==> config.mk <==
export PLATFORM = sky130hd
export DESIGN_NAME = serial_adder
export DESIGN_NICKNAME = d
export VERILOG_FILES = /design/src/rtl/serial_adder_pkg.sv /design/src/rtl/full_adder.sv /design/src/rtl/serial_adder.sv
export SDC_FILE = /design/constraint.sdc
export NUM_CORES = 1
export LEC_CHECK = 0
export CORE_ASPECT_RATIO = 1.75
export CORE_UTILIZATION = 37
export DETAILED_ROUTE_END_ITERATION = 8
export PLACE_DENSITY_LB_ADDON = 0.3
export RECOVER_POWER = 50
export SETUP_SLACK_MARGIN = 0.05
export SYNTH_ARGS = -nofsm -noshare
export SYNTH_HDL_FRONTEND = slang
export SYNTH_SLANG_ARGS = --single-unit
==> constraint.sdc <==
create_clock -name clk -period 1.7 [get_ports clk]
set_input_delay 0.255 -clock clk [delete_from_list [all_inputs] [get_ports clk]]
set_output_delay 0.255 -clock clk [all_outputs]
set_load 0.05 [all_outputs]
==> src/rtl/serial_adder_pkg.sv <==
// +-----------------------------------------------------------------+
// | serial_adder_pkg: shared FSM state type and counter-width helper|
// | Rev 1.0                                                         |
// +-----------------------------------------------------------------+
`default_nettype none

package serial_adder_pkg;

  typedef enum logic [1:0] {
    ST_IDLE = 2'd0,
    ST_RUN  = 2'd1,
    ST_DONE = 2'd2
  } state_e;

  // Bit-index counter width; never narrower than one bit.
  function automatic int CNT_W(input int width);
    return (width < 2) ? 1 : $clog2(width);
  endfunction

endpackage

`default_nettype wire

==> src/rtl/full_adder.sv <==
// +-----------------------------------------------------------------+
// | full_adder: one-bit sum and carry cell                          |
// | Rev 1.0                                                         |
// +-----------------------------------------------------------------+
`default_nettype none

module full_adder (
  input  logic a,
  input  logic b,
  input  logic cin,
  output logic sum,
  output logic cout
);

  assign sum  = a ^ b ^ cin;
  assign cout = (a & b) | (cin & (a ^ b));

endmodule

`default_nettype wire

==> src/rtl/serial_adder.sv <==
// +-----------------------------------------------------------------+
// | serial_adder: LSB-first bit-serial two's-complement adder with  |
// | start/busy/done handshake and registered results. Rev 1.0       |
// +-----------------------------------------------------------------+
`default_nettype none

module serial_adder
  import serial_adder_pkg::*;
#(
  parameter int WIDTH = 8
) (
  input  logic             clk,
  input  logic             reset,
  input  logic             start,
  input  logic [WIDTH-1:0] a,
  input  logic [WIDTH-1:0] b,
  output logic             busy,
  output logic             done,
  output logic [WIDTH-1:0] sum,
  output logic             cout,
  output logic             overflow
);

  localparam int            CW       = CNT_W(WIDTH);
  localparam logic [CW-1:0] LAST_BIT = CW'(WIDTH - 1);
  localparam logic [CW-1:0] PRE_MSB  = CW'(WIDTH - 2);

  state_e           state_q, state_d;
  logic [WIDTH-1:0] a_sr_q, a_sr_d;
  logic [WIDTH-1:0] b_sr_q, b_sr_d;
  logic [WIDTH-1:0] sum_sr_q, sum_sr_d;
  logic             carry_q, carry_d;
  logic             cim_q, cim_d;
  logic [CW-1:0]    bit_cnt_q, bit_cnt_d;
  logic [WIDTH-1:0] sum_q, sum_d;
  logic             cout_q, cout_d;
  logic             ovf_q, ovf_d;

  logic fa_sum;
  logic fa_cout;

  full_adder u_full_adder (
    .a    (a_sr_q[0]),
    .b    (b_sr_q[0]),
    .cin  (carry_q),
    .sum  (fa_sum),
    .cout (fa_cout)
  );

  always_ff @(posedge clk or posedge reset) begin
    if (reset) begin
      state_q   <= ST_IDLE;
      a_sr_q    <= '0;
      b_sr_q    <= '0;
      sum_sr_q  <= '0;
      carry_q   <= 1'b0;
      cim_q     <= 1'b0;
      bit_cnt_q <= '0;
      sum_q     <= '0;
      cout_q    <= 1'b0;
      ovf_q     <= 1'b0;
    end else begin
      state_q   <= state_d;
      a_sr_q    <= a_sr_d;
      b_sr_q    <= b_sr_d;
      sum_sr_q  <= sum_sr_d;
      carry_q   <= carry_d;
      cim_q     <= cim_d;
      bit_cnt_q <= bit_cnt_d;
      sum_q     <= sum_d;
      cout_q    <= cout_d;
      ovf_q     <= ovf_d;
    end
  end

  always_comb begin
    state_d   = state_q;
    a_sr_d    = a_sr_q;
    b_sr_d    = b_sr_q;
    sum_sr_d  = sum_sr_q;
    carry_d   = carry_q;
    cim_d     = cim_q;
    bit_cnt_d = bit_cnt_q;
    sum_d     = sum_q;
    cout_d    = cout_q;
    ovf_d     = ovf_q;

    case (state_q)
      ST_IDLE: begin
        if (start) begin
          a_sr_d    = a;
          b_sr_d    = b;
          sum_sr_d  = '0;
          carry_d   = 1'b0;
          cim_d     = 1'b0;
          bit_cnt_d = '0;
          state_d   = ST_RUN;
        end
      end
      ST_RUN: begin
        sum_sr_d           = sum_sr_q >> 1;
        sum_sr_d[WIDTH-1]  = fa_sum;
        a_sr_d             = a_sr_q >> 1;
        b_sr_d             = b_sr_q >> 1;
        carry_d            = fa_cout;
        if (bit_cnt_q == PRE_MSB) begin
          cim_d = fa_cout;
        end
        // The counter parks on the MSB index instead of wrapping.
        if (bit_cnt_q == LAST_BIT) begin
          state_d = ST_DONE;
          sum_d   = sum_sr_d;
          cout_d  = fa_cout;
          ovf_d   = cim_q ^ fa_cout;
        end else begin
          bit_cnt_d = bit_cnt_q + CW'(1);
        end
      end
      ST_DONE: begin
        state_d = ST_IDLE;
      end
      default: begin
        state_d = ST_IDLE;
      end
    endcase
  end

  assign busy     = (state_q != ST_IDLE);
  assign done     = (state_q == ST_DONE);
  assign sum      = sum_q;
  assign cout     = cout_q;
  assign overflow = ovf_q;

endmodule

`default_nettype wire

==> results of run 1 <==
[cells in the final DEF, fill, tap and decap left out, types with 2 or more instances in the layout]
master	synthesis	layout
buf_12	1	2
nand2_1	19	19
nor2b_1	4	4
nand2b_1	3	3
inv_1	6	6
mux2i_1	15	15
ha_1	3	3
o22ai_1	2	2
buf_4	0	8
clkdlybuf4s50_1	0	17
mux2_2	9	9
a22o_1	8	8
clkbuf_8	0	5
dfrtp_1	40	40
clkbuf_1	0	7
o21ai_0	6	6
a21oi_1	3	3
o21ai_1	12	12
[power breakdown]
group | internal (mW) | switching [mW] | leakage [nW]
Sequential | 1.38 | 0.294 | 0.512
Combinational | 0.779 | 1.07 | 0.507
Clock | 0.279 | 0.293 | 0.0410
Total | 2.43 | 1.66 | 1.06
[registers in the layout (all words and copies together), names as in the netlist]
name,count
a_sr_q,8
b_sr_q,8
bit_cnt_q,3
carry_q,1
cim_q,1
cout,1
overflow,1
state_q,2
sum,8
sum_sr_q,7
[layer usage]
| layer | GRT usage | up-vias | wire, um |
|---|---|---|---|
| met1 | 0.159 | 564 | 1250 |
| met4 | 0.0513 | 0 | 44 |
| met2 | 0.247 | 22 | 1750 |
| met3 | 0.0338 | 5 | 111 |
| met5 | 0 | - | 0 |
| li1 | - | 571 | - |
[logic make-up after synthesis]
kind of cell	Yosys count	synth area share
AOI/OAI and AO/OA	33	0.119
xor gates and xnor gates	1	0.00485
adders and majority gates	4	0.0319
buffers and inverters	15	0.0596
DFF	40	0.554
muxes	24	0.139
and+or+nand+nor	30	0.0915
[worst max-delay path by stage]
stage / startpoint / endpoint / cells after the start
floorplan: state_q[1] / done / 2
global placement: bit_cnt_q[1] / sum[0] / 4
detailed placement: bit_cnt_q[1] / sum[6] / 4
CTS: state_q[0] / busy / 2
global route: bit_cnt_q[0] / bit_cnt_q[0] / 5
finish: state_q[1] / busy / 2
[area by class of cell]
type | count | area [um^2] | area share
Sequential cell | 40 | 1000 | 0.461
Timing Repair Buffer | 35 | 308 | 0.142
Tap cell | 52 | 65.1 | 0.0300
Clock inverter | 1 | 5.00 | 0.00231
Clock buffer | 6 | 72.6 | 0.0334
Inverter | 6 | 22.5 | 0.0104
Multi-Input combinational cell | 92 | 697 | 0.321
[metrics by stage]
step                      cell area [um^2]  utilization
after floorplan                       1810            -
after global routing                  2170        0.465
after global placement                2120        0.454
final                                 2170        0.465
after detailed placement              2120        0.454
after CTS                             2200        0.471
[critical path: cells and delay by family (launching register included)]
kind | cells | cell delay (ns)
AND/OR/NAND/NOR | 1 | 0.33
flip-flops | 1 | 0.50
buffers and inverters | 1 | 0.19
[cell usage after synthesis (2+ instances only)]
library cell  instances  share of area
nor2b_1               4          0.014
ha_1                  3          0.021
nand2b_1              3          0.010
dfrtp_1              40           0.55
mux2_2                9          0.056
inv_1                 6          0.012
a22o_1                8          0.039
mux2i_1              15          0.083
o21ai_0               6          0.017
buf_6                 4          0.025
o22ai_1               2         0.0069
buf_2                 4          0.011
a21oi_1               3         0.0083
nand2_1              19          0.040
o21ai_1              12          0.033
==> flow_metrics.env, run 1 <==
export IMPL_clock_sinks=40
export IMPL_cp_slowest_cell="dfrtp_1"
export IMPL_hp_start="b_sr_q[1]"
export IMPL_post_drt_wl_per_cell_um=13.6
export IMPL_total_leakage_power_nw=1.06
export IMPL_io_buffer_count=30
export IMPL_reg2reg_from="bit_cnt_q[1]"
export IMPL_syn_nets=170
export IMPL_ctsResizeCount=0
export IMPL_grt_max_degree=41
export IMPL_worst_setup_path_type="flop to output port"
export IMPL_row_count=33
export IMPL_core_mm2=0.00467
export IMPL_ys_types=24
export IMPL_syn2layout_area_growth_pct=20.2
export IMPL_avgSynthCellArea_um2=12.3
export IMPL_arrival_ns=1.31
export IMPL_hold_depth=2
export IMPL_finClkSkew_ns=0.00334
export IMPL_first_global_vias=1199
export IMPL_grt_usage=0.142
export IMPL_final_setup_viol_count=0
export IMPL_initial_core_util=0.387
export IMPL_post_route_period_util=0.919
export IMPL_cp_max_fo=10
export IMPL_r2r_setup_slack_ns=0.16
export IMPL_synth_edf_count=0
export IMPL_drt_wl_total_um=3150
export IMPL_antenna_left=0
export IMPL_run_status="finished clean"
export IMPL_htree_levels=2
export IMPL_slew_violations=0
export IMPL_yosys_most_used_dff="dfrtp_1"
export IMPL_gp_congestion=0.699
export IMPL_setup_ws_ns=0.137
export IMPL_dpl_worst_slack_ns=0.199
export IMPL_ys_async_sr_fraction=1.00
export IMPL_antenna_found_initial=0
export IMPL_grt_pass1_wl_um=5280
export IMPL_cp_end_kind="output port"
export IMPL_seq_area_frac_synth=0.554
export IMPL_ys_warn_count=0
export IMPL_synth_ff_latch_count=40
export IMPL_r2r_cells=5
export IMPL_cts_setup_buffers=0
export IMPL_drive_gt1_frac=0.167
export IMPL_grt_overflow=0
export IMPL_place_inst=225
export IMPL_path_cells="or2_2 > buf_4"
export IMPL_clk_pin_slew_worst_paths_ns=0.07
export IMPL_cts_path_max_buffers=2
export IMPL_max_clock_freq_mhz=640
export IMPL_cts_made_buffers=5
export IMPL_power_total_mw=4.09
export IMPL_synth_cell_area_mm2=0.00181
export IMPL_cts_root_buf="clkbuf_8"
export IMPL_peakVddDrop_v=0.000938
export IMPL_vias=1162
export IMPL_worst_pin_slew_ns=0.954
export IMPL_diodes=0
export IMPL_clk_latency_ns=0.28
export IMPL_hold_violations=0
export IMPL_maxCapViolations=0
export IMPL_slowest_delay_ns=0.50
export IMPL_instances_no_fill=232
export IMPL_min_delay_worst_endpoint="b_sr_q[1]"
export IMPL_netlist_instances=147
export IMPL_die_w_um=54.8
export IMPL_hp_class="flop to flop"
export IMPL_tritoncts="done"
export IMPL_drt_initial_drc_count=28
export IMPL_n_fill_cell=453
export IMPL_die_h_um=94.4
export IMPL_drt_pass1_iterations=6
export IMPL_timing_rr_end="bit_cnt_q[2]"
export IMPL_start_kind="flop"
export IMPL_nets=203
export IMPL_rsz0062_at_grt="false"
export IMPL_ios=31
export IMPL_hold_slack_ns=0.486
export IMPL_slew_headroom=0.364
export IMPL_power_density_mw_per_mm2=1880
export IMPL_tns_ns=0
export IMPL_hpwl_um=2250
export IMPL_period_needed_ns=1.56
export IMPL_cp_required_ns=1.44
export IMPL_drc=0
export IMPL_fp_dieArea_mm2=0.00517
export IMPL_cts_hold_buf=0
export IMPL_vias_per_cell=5.01
Power figures use the tool's default switching activity.
==> run 2: changes to the inputs <==
- SETUP_SLACK_MARGIN: 0.05 -> unset
==> results of run 2 <==
No change in the layout: final DEF, timing and power equal those of run 1.
==> RTL change: new RTL, flow settings as in run 2 <==
Register the inputs `start`, `a` and `b` before use, without a reset. The logic sees them one clock later. Comments in the files are not updated.
--- a/src/rtl/serial_adder.sv
+++ b/src/rtl/serial_adder.sv
@@ -24,6 +24,16 @@
   localparam int            CW       = CNT_W(WIDTH);
   localparam logic [CW-1:0] LAST_BIT = CW'(WIDTH - 1);
   localparam logic [CW-1:0] PRE_MSB  = CW'(WIDTH - 2);
+
+  logic start_q;
+  logic [WIDTH-1:0] a_q;
+  logic [WIDTH-1:0] b_q;
+
+  always_ff @(posedge clk) begin
+    start_q <= start;
+    a_q     <= a;
+    b_q     <= b;
+  end
 
   state_e           state_q, state_d;
   logic [WIDTH-1:0] a_sr_q, a_sr_d;
@@ -87,9 +97,9 @@
 
     case (state_q)
       ST_IDLE: begin
-        if (start) begin
-          a_sr_d    = a;
-          b_sr_d    = b;
+        if (start_q) begin
+          a_sr_d    = a_q;
+          b_sr_d    = b_q;
           sum_sr_d  = '0;
           carry_d   = 1'b0;
           cim_d     = 1'b0;
Check against the original RTL: not equivalent (a bounded check fails within 4 cycles, from zero or initial values and one cycle with reset high).
==> RTL change against run 2 <==
  * Area after synthesis increased by 19%
  * Largest power group is now sequential cells
  * Non-clock buffer count decreased by 1
  * Die area increased by 18%
  * Critical path type unchanged
  * Final area increased by 23%
  * Clock power increased by 84%
  * Hold slack got worse by 0.010 ns
  * Global-route usage decreased by 0.94 points
  * Setup slack got worse by 0.028 ns
  * Combinational power increased by 3%
  * First-iteration DRC count increased by 14%
  * Sequential cell count increased by 17
  * Count of clock-buffer cells in the layout increased by 9
  * Largest cell class unchanged
  * Total power increased by 23%
  * Routed wire length increased by 4.1%
==> RTL change: results (changes against run 2) <==
Worst setup path:
- The worst flop-to-flop path endpoint is bit_cnt_q[0].
- The startpoint identified for the worst register-to-register timing path is bit_cnt_q[0].
- The peak fanout along the critical path is 9 (-1).

CTS:
- The H-tree level count is 3 (+1).
- The number of CTS-inserted buffers came to 9 (+4).

Finish:
- The net count of the finished layout was 223 (+9.9%).
- The fill cell instance count of the final layout is 548 (+21%).
- The fraction of layout cells with a size suffix above 1 is 0.201 (+0.0343).

Synthesis:
- The xor/xnor cell area share of the yosys netlist was 0.00409 (-0.000762).
- The most used flip-flop cell after synthesis is sky130_fd_sc_hd__dfrtp_1.
- The number of nets in the synthesized netlist came to 186 (+9.4%).
- The share of synthesized flip-flops with an asynchronous set or reset is 0.702 (-0.298).
- The adder and majority gate portion of the synthesized area is 0.0269 (-0.00501).
- Yosys attributes the largest share of cell area to sky130_fd_sc_hd__dfrtp_1, sky130_fd_sc_hd__dfxtp_1, sky130_fd_sc_hd__mux2i_1.
- Ranked by instance count, the synthesized netlist is headed by sky130_fd_sc_hd__dfrtp_1, sky130_fd_sc_hd__nand2_1, sky130_fd_sc_hd__dfxtp_1.
- The instance count of the mapped netlist is 163 (+11%).

Routing:
- The via total after detailed routing was 1248 (+7.4%).
- The initial detailed-routing violation count is 32 (+14%).
- The detail-routed net length per standard cell is 11.7 um (-14%).
- The routed length on met3 came to 141 um (+27%).
- The number of optimization iterations in the first detailed-route pass is 4 (-2).
- The number of vias per cell after detailed routing was 4.46 (-11%).
- The met1 wire length is 1330 um (+6.3%).

Place:
- The cell total after placement came to 265 (+18%).
- The setup slack after placement is 0.153 ns (-0.0467 ns).
- The final weighted congestion of routability-driven global placement is 0.682 (-2.5%).
- The cell area after placement is 0.00251 mm2 (+19%).

Global route:
- The wire length of the first global-routing pass is 5640 um (+6.9%).
- The global-route track usage on met2 is 0.218 (-0.0292).
- The met3 usage is 0.0640 (+0.0302).
- The routing usage on met1 came to 0.133 (-0.0256).

Power and ir drop:
- The largest voltage drop on the vdd net came to 0.000638 V (-32%).

STA:
- The maximum operating frequency came to 0.629 GHz (-1.7%).

Status:
- The flow ran to the end, and the final reports show no timing, DRC or antenna violations.
[RTL change: where the power goes]
| part | leakage, nW | total [mW] | switching, mW | internal [mW] |
|---|---|---|---|---|
| registers | 0.656 | 2.09 | 0.300 | 1.79 |
| clock network | 0.0838 | 1.05 | 0.450 | 0.603 |
| logic | 0.528 | 1.90 | 1.03 | 0.871 |
[RTL change: critical path, stage by stage (launching register included)]
cell and delay (ns):
sky130_fd_sc_hd__dfrtp_1 0.49, sky130_fd_sc_hd__or2_2 0.33, sky130_fd_sc_hd__buf_4 0.19
[RTL change: worst min-delay path by stage]
| stage | start | to | slack, ns | cells after the start |
|---|---|---|---|---|
| floorplan | a[0] | a_q[0] | 0.28 | 0 |
| global placement | overflow | overflow | 0.47 | 2 |
| detailed placement | overflow | overflow | 0.47 | 2 |
| CTS | reset | a_sr_q[2] | 0.28 | 3 |
| global route | a[0] | a_q[0] | 0.45 | 1 |
| finish | a[0] | a_q[0] | 0.48 | 1 |
[RTL change: cells by family after synthesis]
logic type | after synthesis
compound gates | 33
xor+xnor | 1
fa+ha+maj | 4
buf+inv | 15
flops | 57
mux | 24
simple gates | 29
[RTL change: layout make-up]
class / count / area (um2) / share of cell area
sequential: 57 / 1340 / 0.504
multi-input combinational: 91 / 686 / 0.257
timing repair buffer: 34 / 348 / 0.131
clock buffer: 15 / 166 / 0.0625
tap: 76 / 95.1 / 0.0357
inverter: 7 / 26.3 / 0.00986
[RTL change: timing repair]
item | 4_1_cts | 5_1_grt
endpoints found under the setup margin | 0 | 1
hold buffers | 0 | 0
resized for setup | 0 | 1
